===== config.mk =====
export PLATFORM = sky130hd
export DESIGN_NAME = fix_mul_seq_flat
export DESIGN_NICKNAME = d
export VERILOG_FILES = /design/src/rtl/fix_arith_pkg.sv /design/src/rtl/fix_mul_seq_if.sv /design/src/rtl/fix_round_sat.sv /design/src/rtl/fix_mul_seq.sv /design/src/flat_wrapper.sv
export SDC_FILE = /design/constraint.sdc
export NUM_CORES = 1
export LEC_CHECK = 0
export ABC_AREA = 1
export CAP_MARGIN = 30
export CELL_PAD_IN_SITES_DETAIL_PLACEMENT = 0
export CELL_PAD_IN_SITES_GLOBAL_PLACEMENT = 1
export CORE_ASPECT_RATIO = 1.1
export CORE_MARGIN = 3
export CORE_UTILIZATION = 44
export DETAILED_ROUTE_END_ITERATION = 8
export PLACE_DENSITY_LB_ADDON = 0.12
export SYNTH_ARGS = -nofsm -noshare
export SYNTH_HDL_FRONTEND = slang
export SYNTH_SLANG_ARGS = --single-unit

===== constraint.sdc =====
create_clock -name clk -period 7.75 [get_ports clk]
set_clock_uncertainty 0.15 [all_clocks]
set_input_delay 2.325 -clock clk [delete_from_list [all_inputs] [get_ports clk]]
set_output_delay 2.325 -clock clk [all_outputs]
set_load 0.05 [all_outputs]

===== src/rtl/fix_arith_pkg.sv =====
// Shared definitions for the fixed-point arithmetic responders:
// default formats, FSM states and saturation limits.
package fix_arith_pkg;

  localparam int DEF_WIDTH = 24;
  localparam int DEF_FRAC  = 12;

  typedef enum logic [1:0] {
    IDLE = 2'd0,
    MULT = 2'd1,
    NORM = 2'd2
  } state_e;

  // Largest positive value of a width-bit two's complement number.
  function automatic logic [63:0] max_pos(input int width);
    return (64'd1 << (width - 1)) - 64'd1;
  endfunction

  // Bit pattern of the most negative value; zero-extended it also equals its magnitude.
  function automatic logic [63:0] min_neg(input int width);
    return 64'd1 << (width - 1);
  endfunction

endpackage


===== src/rtl/fix_mul_seq_if.sv =====
// Start/done arithmetic handshake between the bin-correction sequencer (master)
// and an arithmetic responder (slave).
interface fix_mul_seq_if #(
  parameter int WIDTH = fix_arith_pkg::DEF_WIDTH
);
  logic [WIDTH-1:0] a;
  logic [WIDTH-1:0] b;
  logic             start;
  logic [WIDTH-1:0] result;
  logic             done;
  logic             busy;
  logic             ovf;

  modport master (output a, b, start, input result, done, busy, ovf);
  modport slave  (input a, b, start, output result, done, busy, ovf);
endinterface


===== src/rtl/fix_round_sat.sv =====
// Turns an unsigned double-width product magnitude plus a sign into a rounded
// (half away from zero), saturated fixed-point result with an overflow flag.
module fix_round_sat
  import fix_arith_pkg::*;
#(
  parameter int WIDTH = DEF_WIDTH,
  parameter int FRAC  = DEF_FRAC
) (
  input  logic [2*WIDTH-1:0] prod_mag,
  input  logic               sign,
  output logic [WIDTH-1:0]   result,
  output logic               ovf
);

  localparam int            PW      = 2 * WIDTH + 1;
  localparam logic [PW-1:0] HALF    = PW'(1) << (FRAC - 1);
  localparam logic [PW-1:0] LIM_POS = PW'(max_pos(WIDTH));
  localparam logic [PW-1:0] LIM_NEG = PW'(min_neg(WIDTH));

  logic [PW-1:0] rounded;
  logic [PW-1:0] mag;

  always_comb begin
    // NOTE: every output gets a default before any branch so no latch is inferred.
    result  = '0;
    ovf     = 1'b0;
    rounded = {1'b0, prod_mag} + HALF;
    mag     = rounded >> FRAC;
    if (!sign) begin
      if (mag > LIM_POS) begin
        result = LIM_POS[WIDTH-1:0];
        ovf    = 1'b1;
      end else begin
        result = mag[WIDTH-1:0];
      end
    end else begin
      // A magnitude of exactly 2^(WIDTH-1) negates cleanly to the most negative code.
      if (mag > LIM_NEG) begin
        result = LIM_NEG[WIDTH-1:0];
        ovf    = 1'b1;
      end else begin
        result = '0 - mag[WIDTH-1:0];
      end
    end
  end

endmodule


===== src/rtl/fix_mul_seq.sv =====
// Serial signed fixed-point multiplier: one shift-add step per cycle on operand
// magnitudes, then a single normalisation cycle that raises done.
module fix_mul_seq
  import fix_arith_pkg::*;
#(
  parameter int WIDTH = DEF_WIDTH,
  parameter int FRAC  = DEF_FRAC
) (
  input  logic          clk,
  input  logic          rst,
  fix_mul_seq_if.slave  bus
);

  localparam int             CW   = $clog2(WIDTH + 1);
  localparam logic [CW-1:0]  LAST = CW'(WIDTH - 1);

  state_e               state_q, state_d;
  logic [2*WIDTH-1:0]   acc_q, acc_d;
  logic [2*WIDTH-1:0]   mcand_q, mcand_d;
  logic [WIDTH-1:0]     mplier_q, mplier_d;
  logic [CW-1:0]        count_q, count_d;
  logic                 sign_q, sign_d;
  logic [WIDTH-1:0]     result_q, result_d;
  logic                 ovf_q, ovf_d;
  logic                 done_q, done_d;
  logic                 busy_q, busy_d;

  logic [WIDTH-1:0]     a_mag, b_mag;
  logic [WIDTH-1:0]     rs_result;
  logic                 rs_ovf;

  // Unsigned magnitudes so that |-2^(WIDTH-1)| stays representable.
  always_comb begin
    a_mag = bus.a[WIDTH-1] ? ('0 - bus.a) : bus.a;
    b_mag = bus.b[WIDTH-1] ? ('0 - bus.b) : bus.b;
  end

  fix_round_sat #(
    .WIDTH (WIDTH),
    .FRAC  (FRAC)
  ) u_round_sat (
    .prod_mag (acc_q),
    .sign     (sign_q),
    .result   (rs_result),
    .ovf      (rs_ovf)
  );

  always_comb begin
    state_d  = state_q;
    acc_d    = acc_q;
    mcand_d  = mcand_q;
    mplier_d = mplier_q;
    count_d  = count_q;
    sign_d   = sign_q;
    result_d = result_q;
    ovf_d    = ovf_q;
    busy_d   = busy_q;
    done_d   = 1'b0;
    unique case (state_q)
      IDLE: begin
        if (bus.start) begin
          mcand_d  = {{WIDTH{1'b0}}, a_mag};
          mplier_d = b_mag;
          sign_d   = bus.a[WIDTH-1] ^ bus.b[WIDTH-1];
          acc_d    = '0;
          count_d  = '0;
          busy_d   = 1'b1;
          state_d  = MULT;
        end
      end
      MULT: begin
        if (mplier_q[0]) acc_d = acc_q + mcand_q;
        mcand_d  = mcand_q << 1;
        mplier_d = mplier_q >> 1;
        count_d  = count_q + 1'b1;
        if (count_q == LAST) state_d = NORM;
      end
      NORM: begin
        result_d = rs_result;
        ovf_d    = rs_ovf;
        done_d   = 1'b1;
        busy_d   = 1'b0;
        state_d  = IDLE;
      end
      default: state_d = IDLE;
    endcase
  end

  // NOTE: state uses non-blocking assignments, and the asynchronous reset clears
  // every flop so an aborted operation leaves nothing behind.
  always_ff @(posedge clk or posedge rst) begin
    if (rst) begin
      state_q  <= IDLE;
      acc_q    <= '0;
      mcand_q  <= '0;
      mplier_q <= '0;
      count_q  <= '0;
      sign_q   <= 1'b0;
      result_q <= '0;
      ovf_q    <= 1'b0;
      done_q   <= 1'b0;
      busy_q   <= 1'b0;
    end else begin
      state_q  <= state_d;
      acc_q    <= acc_d;
      mcand_q  <= mcand_d;
      mplier_q <= mplier_d;
      count_q  <= count_d;
      sign_q   <= sign_d;
      result_q <= result_d;
      ovf_q    <= ovf_d;
      done_q   <= done_d;
      busy_q   <= busy_d;
    end
  end

  assign bus.result = result_q;
  assign bus.ovf    = ovf_q;
  assign bus.done   = done_q;
  assign bus.busy   = busy_q;

endmodule


===== src/flat_wrapper.sv =====
// flat-port wrapper written by rule: the top's interface ports become plain ports
module fix_mul_seq_flat import fix_arith_pkg::*;
#(
  parameter int WIDTH = DEF_WIDTH,
  parameter int FRAC  = DEF_FRAC
)
  (clk, rst, bus_a, bus_b, bus_start, bus_result, bus_done, bus_busy, bus_ovf);
  fix_mul_seq_if #(.WIDTH(WIDTH)) bus_i ();
  input  logic clk;
  input  logic rst;
  input wire logic [$bits(bus_i.a)-1:0] bus_a;
  input wire logic [$bits(bus_i.b)-1:0] bus_b;
  input wire logic [$bits(bus_i.start)-1:0] bus_start;
  output wire logic [$bits(bus_i.result)-1:0] bus_result;
  output wire logic [$bits(bus_i.done)-1:0] bus_done;
  output wire logic [$bits(bus_i.busy)-1:0] bus_busy;
  output wire logic [$bits(bus_i.ovf)-1:0] bus_ovf;
  assign bus_i.a = bus_a;
  assign bus_i.b = bus_b;
  assign bus_i.start = bus_start;
  assign bus_result = bus_i.result;
  assign bus_done = bus_i.done;
  assign bus_busy = bus_i.busy;
  assign bus_ovf = bus_i.ovf;
  fix_mul_seq #(.WIDTH(WIDTH), .FRAC(FRAC)) u_core (.clk(clk), .rst(rst), .bus(bus_i));
endmodule

==> metrics.cfg <==
[outcome]
status=complete, no violations

[pwr]
p_int_mw=2.680
power.density_nw_per_um2=389.9
finalPower_mw=5.587
p_comb_share_pct=57.7
leakagePower_nw=6.592
power.share.clock_pct=16.2
vdd_drop_max_uv=204.1
seq_power_share_pct=26.1
p_switching_mw=2.907
switching_share_pct=52.03

[clocking]
cts.clk_slew.worst_paths_ns=0.07
cts_resized=0
cts_setup_buffers=0
cts_max_level=4
cts_hold_buf=0
clkLatencyLatePin_ns=0.44
clock-sinks=155
cts_buffers=17
clk_path_buf_depth=2
cts_root_buf=clkbuf_16
cts_tree=yes

[placement]
port-buffer-count=77
gp_congestion=0.9140
placed_cell_area_um2=13690
dpl.hpwl_mm=29.92
detailedPlace.worstSlack_ns=2.746
place_inst=2269

[finish]
final_area_um2=14330
final_cells=2302
fillerInstances=2921
num_antenna_cells=0
syn_to_final_growth_pct=13.34
utilization_pct=51.12
nets=2031
drive_gt1_share_pct=7.530

[sta]
fin_crit_ns=4.550
tightestPinTransition_ns=0.8170
setup_viol=0
timing.fmax_mhz=219.8
min_period_over_period_pct=58.71
finalMaxSlewViolations=0
hold_violations=0
slew_headroom_pct=45.38
rsz0062_at_grt=no
hold_slack_ns=0.3298
worst_slack_ns=3.200
tns_ns=0

[grt]
use_met3_pct=2.710
grt_max_degree=107
grt_util_met1_pct=32.80
grt_usage_pct=24.73
met2_usage_pct=42.66
overflow=0
grt_pass1_vias=11910
top_usage_layer=met2
grt_pass1_wl_mm=61.63
antenna_found_initial=0

[floorplanning]
std_cell_rows=64
io_pins=78
initial_core_util_pct=45.10
core_area_um2=28030
die_w_um=167.6
die_area_um2=30800
die_h_um=183.8

[yosys]
synth.avg_cell_area_um2=6.760
synthFlopType=dfrtp_1
syn_nets=1975
synth_cells=1870
synth_edf_count=0
async_flop_share_pct=100.0
synth.distinct_cells=55
synth-seq-area-share_pct=30.68
syn_area_um2=12640
ys_seq_elements=155
ys_warn_count=0

[setup_path]
crit_path_top_delay_cell=inv_1
cp_cell_sequence=clkdlybuf4s50_1 -> nand2_1 -> buf_4 -> inv_1 -> nor2_2 -> buf_4 -> inv_1 -> o22ai_1
worstSetupPathType=input pin to flip-flop
critPathLaunchType=input pin
worstPathMaxFanout=43
crit_required_ns=7.94
cp_top_family=buffers and inverters
end_kind=flip-flop
slowest_delay_ns=0.44
crit_arrival_ns=4.74
path_buf_inv=5

[min_path]
hold_class=flip-flop to flip-flop

[detailed_routing]
via_per_inst=5.387
drt_first_pass_iters=8
initialDrtViolationCount=874
wl_mm=38.04
routedWlPerCell_um=16.52
drc=0
antenna_left=0
num_vias=12400

[job]
drv_cap=0

-- flip-flops by register name, indices dropped and copies added, names as in the netlist --
signal and count:
u_core.acc_q 48, u_core.mcand_q 48, u_core.bus.result 24, u_core.mplier_q 24, u_core.count_q 5, u_core.state_q 2, u_core.bus.busy 1, u_core.bus.done 1
u_core.bus.ovf 1, u_core.sign_q 1
-- layout make-up --
| type | count | area, um^2 | share of cell area, % |
|---|---|---|---|
| Timing Repair Buffer | 87 | 865.8 | 6.043 |
| Inverter | 231 | 872.1 | 6.087 |
| Clock buffer | 18 | 429.2 | 2.995 |
| Tap cell | 363 | 454.2 | 3.170 |
| Sequential cell | 155 | 3879 | 27.07 |
| Multi-Input combinational cell | 1434 | 7647 | 53.38 |
| Clock inverter | 14 | 180.2 | 1.258 |
-- power by group through the flow --
stage	logic, mW	registers, mW	clock network, mW
after detailed placement	3.21	1.47	0
after global routing	3.64	1.50	0.948
after floorplan	2.36	1.42	0
after CTS	3.23	1.46	0.915
final	3.22	1.46	0.904
after global placement	3.18	1.46	0
-- worst register-to-register path, cell delays in order, from the launching register on --
cell and delay (ns):
dfrtp_1 0.41, ha_1 0.17, inv_1 0.06, fa_1 0.37
inv_1 0.08, nand2_1 0.07, o21ai_0 0.31, inv_1 0.16
o21ai_0 0.53, a21oi_1 0.27, o21ai_0 0.64, nand2_1 0.17
nand2_1 0.10, nand2_1 0.05, nand3_1 0.14, o21ai_0 0.11
-- synthesized netlist by cell type (all sizes together) (2+ instances only) --
| cell | instances | share of area, % |
|---|---|---|
| o21ai | 181 | 7.2 |
| a21oi | 124 | 5.4 |
| xor2 | 49 | 3.4 |
| and2 | 5 | 0.25 |
| nand4 | 15 | 0.79 |
| a22oi | 42 | 2.5 |
| or2 | 8 | 0.40 |
| a211oi | 3 | 0.18 |
| buf | 14 | 1.0 |
| inv | 223 | 6.6 |
| o221ai | 2 | 0.14 |
| o31ai | 14 | 0.83 |
| a21boi | 2 | 0.12 |
| o22ai | 29 | 1.4 |
| a22o | 2 | 0.14 |
| nor4 | 4 | 0.20 |
| clkinv | 8 | 0.24 |
| o2111ai | 2 | 0.14 |
| a31oi | 3 | 0.15 |
| o21bai | 9 | 0.53 |
| a21o | 2 | 0.12 |
| clkbuf | 36 | 1.1 |
| xnor2 | 9 | 0.62 |
| nand3b | 10 | 0.77 |
| nor2 | 239 | 7.9 |
| nor3 | 30 | 1.2 |
| dfrtp | 155 | 31 |
| nand2 | 484 | 15 |
| ha | 53 | 5.2 |
| nand3 | 105 | 5.1 |
| a32o | 2 | 0.16 |
-- per-layer routing --
| metal | vias to the layer above | part of all wire, % |
|---|---|---|
| li1 | 6298 | - |
| met4 | 0 | 2.4 |
| met3 | 55 | 3.7 |
| met1 | 5771 | 46 |
| met5 | - | 0 |
| met2 | 277 | 48 |
-- cell usage in the layout, fill, tap and decap left out, drive strengths merged, types with 11 or more instances in the layout --
cell type / n
a21oi: 124
a22oi: 42
clkbuf: 18
clkdlybuf4s50: 77
clkinv: 11
dfrtp: 155
ha: 53
inv: 229
nand2: 484
nand3: 105
nand4: 15
nor2: 239
nor3: 30
o21ai: 181
o22ai: 29
o31ai: 14
xor2: 49
-- final timing paths --
kind | from | end | slack (ns) | cells past startpoint
max | bus_start | u_core.acc_q[11]$_DFFE_PP0P_ | 3.20 | 8
min | u_core.count_q[4]$_DFFE_PP0P_ | u_core.count_q[4]$_DFFE_PP0P_ | 0.33 | 1
max reg2reg | u_core.mcand_q[0]$_DFFE_PP0P_ | u_core.acc_q[46]$_DFFE_PP0P_ | 3.82 | 15
min reg2reg | u_core.count_q[4]$_DFFE_PP0P_ | u_core.count_q[4]$_DFFE_PP0P_ | 0.33 | 1
max in group asynchronous | rst | u_core.bus.result[12]$_DFFE_PP0P_ | 4.04 | 4
min in group asynchronous | rst | u_core.acc_q[9]$_DFFE_PP0P_ | 2.03 | 2
-- kinds of logic (layout without fill, tap and decap cells) --
kind of cell             count (synthesis)  after routing  synth area share, %
AO/OA/AOI/OAI                          420            420                19.22
XOR/XNOR                                58             58                4.019
adder cells (fa/ha/maj)                 54             54                5.404
buffers and inverters                  281            350                8.958
flip-flops                             155            155                30.68
multiplexers                             1              1              0.07919
AND/OR/NAND/NOR                        901            901                31.63
No activity file was read; power rests on OpenSTA's default activity.
